`config.mk`:
```
export PLATFORM = sky130hd
export DESIGN_NAME = alu_arbiter
export DESIGN_NICKNAME = d
export VERILOG_FILES = /design/src/rtl/alu_arbiter.sv
export SDC_FILE = /design/constraint.sdc
export NUM_CORES = 1
export LEC_CHECK = 0
export CORE_AREA = 2 2 111 113
export CTS_CLUSTER_DIAMETER = 100
export DETAILED_ROUTE_END_ITERATION = 6
export DIE_AREA = 0 0 113 115
export DONT_BUFFER_PORTS = 1
export GPL_TIMING_DRIVEN = 1
export HOLD_SLACK_MARGIN = 0.1
export REMOVE_ABC_BUFFERS = 1
export SLEW_MARGIN = 20
export SYNTH_ARGS = -nofsm -noshare
export SYNTH_HDL_FRONTEND = slang
export SYNTH_SLANG_ARGS = --single-unit
```
`constraint.sdc`:
```
create_clock -name clk -period 2.6 [get_ports clk]
set_input_delay 0.39 -clock clk [delete_from_list [all_inputs] [get_ports clk]]
set_output_delay 0.39 -clock clk [all_outputs]
set_load 0.005 [all_outputs]
```
`src/rtl/alu_arbiter.sv`:
```
// alu_arbiter: shares one single-cycle ALU between two valid/ready requesters.
// One operation in flight; IDLE -> EXEC -> RESP with registered operands and response.
module alu_arbiter #(
  parameter int WIDTH      = 32,
  parameter bit FIXED_PRIO = 1'b0
) (
  input  logic             clk,
  input  logic             rst_n,
  input  logic             req0_valid,
  output logic             req0_ready,
  input  logic [2:0]       req0_alu_control,
  input  logic [WIDTH-1:0] req0_src_a,
  input  logic [WIDTH-1:0] req0_src_b,
  input  logic             req1_valid,
  output logic             req1_ready,
  input  logic [2:0]       req1_alu_control,
  input  logic [WIDTH-1:0] req1_src_a,
  input  logic [WIDTH-1:0] req1_src_b,
  output logic [1:0]       rsp_valid,
  input  logic [1:0]       rsp_ready,
  output logic [WIDTH-1:0] rsp_result,
  output logic             rsp_zero,
  output logic             rsp_carry,
  output logic             rsp_sign,
  output logic             rsp_overflow,
  output logic [2:0]       alu_control,
  output logic [WIDTH-1:0] alu_src_a,
  output logic [WIDTH-1:0] alu_src_b,
  input  logic [WIDTH-1:0] alu_result,
  input  logic             alu_zero,
  input  logic             alu_carry,
  input  logic             alu_sign,
  input  logic             alu_overflow
);

  typedef enum logic [1:0] {
    ST_IDLE = 2'd0,
    ST_EXEC = 2'd1,
    ST_RESP = 2'd2
  } state_t;

  state_t           r_state;
  state_t           w_next_state;
  logic             r_owner;
  logic             r_rr_fav;
  logic [1:0]       r_rsp_valid;
  logic [WIDTH-1:0] r_result;
  logic             r_zero;
  logic             r_carry;
  logic             r_sign;
  logic             r_overflow;
  logic [2:0]       r_ctl;
  logic [WIDTH-1:0] r_src_a;
  logic [WIDTH-1:0] r_src_b;

  logic             w_grant0;
  logic             w_grant1;
  logic             w_accept;
  logic             w_capture;
  logic             w_rsp_hs;
  logic             w_owner_ready;

  function automatic logic [1:0] owner_onehot(input logic owner);
    owner_onehot = owner ? 2'b10 : 2'b01;
  endfunction

  assign w_owner_ready = r_owner ? rsp_ready[1] : rsp_ready[0];
  assign w_accept      = req0_ready | req1_ready;

  // Tie-break: fixed priority always picks req0, otherwise the RR pointer decides.
  always_comb begin
    w_grant0 = 1'b0;
    w_grant1 = 1'b0;
    if (req0_valid && req1_valid) begin
      if (FIXED_PRIO || !r_rr_fav) begin
        w_grant0 = 1'b1;
      end else begin
        w_grant1 = 1'b1;
      end
    end else if (req0_valid) begin
      w_grant0 = 1'b1;
    end else if (req1_valid) begin
      w_grant1 = 1'b1;
    end else begin
      w_grant0 = 1'b0;
      w_grant1 = 1'b0;
    end
  end

  always_ff @(posedge clk or negedge rst_n) begin
    if (!rst_n) begin
      r_state <= ST_IDLE;
    end else begin
      r_state <= w_next_state;
    end
  end

  always_comb begin
    w_next_state = r_state;
    case (r_state)
      ST_IDLE: begin
        if (w_accept) begin
          w_next_state = ST_EXEC;
        end else begin
          w_next_state = ST_IDLE;
        end
      end
      ST_EXEC: w_next_state = ST_RESP;
      ST_RESP: begin
        if (w_rsp_hs) begin
          w_next_state = ST_IDLE;
        end else begin
          w_next_state = ST_RESP;
        end
      end
      default: w_next_state = ST_IDLE;
    endcase
  end

  always_comb begin
    req0_ready = 1'b0;
    req1_ready = 1'b0;
    w_capture  = 1'b0;
    w_rsp_hs   = 1'b0;
    case (r_state)
      ST_IDLE: begin
        req0_ready = w_grant0;
        req1_ready = w_grant1;
      end
      ST_EXEC: w_capture = 1'b1;
      ST_RESP: w_rsp_hs  = w_owner_ready;
      default: begin
        req0_ready = 1'b0;
        req1_ready = 1'b0;
      end
    endcase
  end

  // Operand registers hold the last op so the ALU inputs stay quiet while idle.
  always_ff @(posedge clk or negedge rst_n) begin
    if (!rst_n) begin
      r_ctl   <= 3'd0;
      r_src_a <= '0;
      r_src_b <= '0;
      r_owner <= 1'b0;
    end else if (w_accept) begin
      r_ctl   <= w_grant1 ? req1_alu_control : req0_alu_control;
      r_src_a <= w_grant1 ? req1_src_a : req0_src_a;
      r_src_b <= w_grant1 ? req1_src_b : req0_src_b;
      r_owner <= w_grant1;
    end
  end

  always_ff @(posedge clk or negedge rst_n) begin
    if (!rst_n) begin
      r_rsp_valid <= 2'b00;
      r_result    <= '0;
      r_zero      <= 1'b0;
      r_carry     <= 1'b0;
      r_sign      <= 1'b0;
      r_overflow  <= 1'b0;
    end else if (w_capture) begin
      r_rsp_valid <= owner_onehot(r_owner);
      r_result    <= alu_result;
      r_zero      <= alu_zero;
      r_carry     <= alu_carry;
      r_sign      <= alu_sign;
      r_overflow  <= alu_overflow;
    end else if (w_rsp_hs) begin
      r_rsp_valid <= 2'b00;
    end
  end

  // Pointer moves only on a completed response, toward the requester just served's peer.
  always_ff @(posedge clk or negedge rst_n) begin
    if (!rst_n) begin
      r_rr_fav <= 1'b0;
    end else if (w_rsp_hs && !FIXED_PRIO) begin
      r_rr_fav <= ~r_owner;
    end
  end

  assign rsp_valid    = r_rsp_valid;
  assign rsp_result   = r_result;
  assign rsp_zero     = r_zero;
  assign rsp_carry    = r_carry;
  assign rsp_sign     = r_sign;
  assign rsp_overflow = r_overflow;
  assign alu_control  = r_ctl;
  assign alu_src_a    = r_src_a;
  assign alu_src_b    = r_src_b;

endmodule

```
==> out/qor.csv, run 1 <==
stage,metric,value,unit
cts,insertion_delay,0.34,ns
timing,setup-violations-final,0,
power_and_ir_drop,p_leak,2.040,nW
drt,vias_per_cell,6.405,
placement,dpl_cell_area,0.005015,mm²
cells_and_area,area.growth.synth_to_final,6.322,%
cts,cts_root_buffer,clkbuf_16,
cells_and_area,instances_no_fill,615,
timing,fin_skew,0.007138,ns
timing,fin_crit_sh,86.03,%
timing,worst_pin_slew,0.9203,ns
global_routing,grt_max_degree,110,
cts,post_cts_buffers,0,
floorplanning,fp-row-count,40,
synthesis,yosys.cell_types.count,24,
setup_path,crit_fanout,68,
timing,final.setup.tns,0,ns
setup_path,end_kind,output port,
placement,place_ws,0.7467,ns
drt,drc,20,
floorplanning,die_h,115,µm
synthesis,synth_ff_type,dfrtp_1,
setup_path,arrival,1.85,ns
global_routing,gr-total-overflow,0,
timing,hold_violations,109,
synthesis,ys_ff_latch,109,
synthesis,async_flop_share,100.0,%
setup_path,cp-start-kind,register,
placement,hpwl,9345,µm
global_routing,grt_pass1_wl,21160,µm
setup_path,path_class,reg -> out,
drt,ant_nets,0,
floorplanning,boundaryPins,283,
cts,cts_sinks,109,
cts,clkTransAtPathRegs,0.07,ns
drt,wirelength,13840,µm
cts,ctsResizeCount,0,
job,cap_viol_max_count,0,
synthesis,syn_area_per_cell,9.975,µm²
drt,drt-initial-drc-count,258,
cells_and_area,drive_gt1_share,14.56,%
global_routing,antenna_found_initial,1,
timing,whs,-0.2618,ns
global_routing,grt_pass1_vias,3878,
floorplanning,initial_core_util,42.22,%
synthesis,synth-edff-count,0,
placement,io_buffers,0,
power_and_ir_drop,power,6.768,mW
worst_hold_path,hold_class,in -> async,
synthesis,yosys_warnings,0,
floorplanning,die_area,0.01300,mm²
cts,clockBufferDepth,2,
outcome,violations,"design-rule violations, negative hold slack",
setup_path,critPathRequiredTime,2.21,ns
synthesis,netlist_area,0.004987,mm²
outcome,status,"complete, but fails checks",
drt,vias,3939,
cells_and_area,nNetsFinal,638,
floorplanning,core_area,0.01181,mm²
cells_and_area,finalInstanceArea,0.005303,mm²
timing,worst_slack,0.3632,ns
placement,dp_cells,598,
timing,drv_slew,0,
floorplanning,chipWidth,113,µm
power_and_ir_drop,peakVddDrop,401.4,µV
placement,place_congestion,0.7984,
timing,fin_crit,2.237,ns
synthesis,netlist_instances,500,
global_routing,track_usage,20.44,%
synthesis,synth_sequential_area_ratio,54.69,%
cells_and_area,utilization,44.89,%
power_and_ir_drop,power_density,1276,mW/mm²
drt,firstDrtPassIters,7,
timing,max_freq,0.4471,GHz
cts,cts_buffers,9,
timing,grt_setup_unrepaired,no,
timing,slew_headroom,38.65,%
cts,cts_tree,done,
cts,htree_levels,3,
drt,routedWlPerCell,22.50,µm
[worst max-delay path: stages (launching register included)]
cell     delay [ns]
dfrtp_1        0.48
nor2_4         0.11
buf_4          0.59
and3_1         0.30
[routing by layer]
layer | global-route usage [%] | routed length (µm) | vias up
met3 | 7.064 | 1580 | 24
met5 | 0 | 0 | -
met1 | 23.83 | 5140 | 1911
met2 | 34.45 | 6797 | 231
li1 | - | - | 1773
met4 | 8.862 | 322 | 0
[worst paths after layout]
check | from | end | slack [ns] | depth (start not counted)
min in group clk | rsp_ready[1] | rsp_valid[1] | 0.15 | 1
worst min-delay path | rst_n | alu_src_a[18] | -0.26 | 0
max in group asynchronous | rst_n | alu_src_b[2] | 2.65 | 0
worst max-delay path | r_state[0] | req0_ready | 0.36 | 3
worst min register to register | rsp_result[31] | rsp_result[31] | 0.54 | 1
worst max register to register | r_state[0] | r_owner | 0.89 | 4
[registers in the layout, summed over array words and instances (netlist names)]
name and cells:
rsp_result 32, rsp_carry 1, r_state 2, rsp_sign 1, r_owner 1, rsp_zero 1, rsp_valid 2, rsp_overflow 1
r_rr_fav 1, alu_src_b 32, alu_control 3, alu_src_a 32
[where the power goes]
part	switching (mW)	internal, mW	total, mW
Clock	0.623	0.684	1.31
Sequential	0.780	2.58	3.36
Combinational	1.17	0.937	2.10
[cell usage in the layout, fill, tap and decap left out, types with 2 or more instances in the layout]
master,netlist,layout
dfrtp_1,109,109
a21oi_1,72,72
o21ai_0,68,68
nand3_1,67,67
a31oi_1,67,67
mux2_2,36,36
clkbuf_16,0,9
buf_4,0,6
nand2_1,5,5
nand2b_2,0,2
or2_2,1,2
inv_1,2,2
nand3b_1,2,2
a311oi_1,2,2
clkinvlp_4,0,2
inv_6,0,2
buf_12,0,2
[cells in the mapped netlist, types with 2 or more instances]
cell type	number	area, µm²
dfrtp_1	109	2728
a21oi_1	72	360.4
o21ai_0	68	340.3
a31oi_1	67	419.2
nand3_1	67	335.3
clkbuf_1	37	138.9
mux2_2	36	405.4
buf_2	15	75.07
nand2_1	5	18.77
buf_6	4	45.04
a311oi_1	2	17.52
inv_1	2	7.510
nand2b_1	2	12.51
nand3b_1	2	15.01
nor2_1	2	7.510
nor2b_1	2	12.51
[layout make-up]
| type | count | area, µm² |
|---|---|---|
| fill | 1124 | 6509 |
| sequential | 109 | 2728 |
| multi-input combinational | 331 | 2007 |
| clock buffer | 10 | 239.0 |
| tap | 147 | 183.9 |
| timing repair buffer | 8 | 85.08 |
| clock inverter | 6 | 46.29 |
| inverter | 3 | 11.26 |
| antenna | 1 | 2.502 |
[kinds of logic (layout without fill, tap and decap cells)]
logic type / count (synthesis) / in the layout / share of synthesized area, %
AND/OR/NAND/NOR: 84 / 84 / 8.555
buffers and inverters: 60 / 27 / 5.494
multiplexers: 37 / 37 / 8.329
AO/OA/AOI/OAI: 210 / 210 / 22.93
other: 0 / 1 / 0
flip-flops: 109 / 109 / 54.69
No activity file was read; power rests on OpenSTA's default activity.
==> run 2, diff against run 1 <==
--- a/config.mk
+++ b/config.mk
@@ -5,6 +5,7 @@
 export SDC_FILE = /design/constraint.sdc
 export NUM_CORES = 1
 export LEC_CHECK = 0
+export CAP_MARGIN = 20
 export CORE_AREA = 2 2 111 113
 export CTS_CLUSTER_DIAMETER = 100
 export DETAILED_ROUTE_END_ITERATION = 6
==> results of run 2 <==
No change in the layout: final DEF, timing and power equal those of run 1.
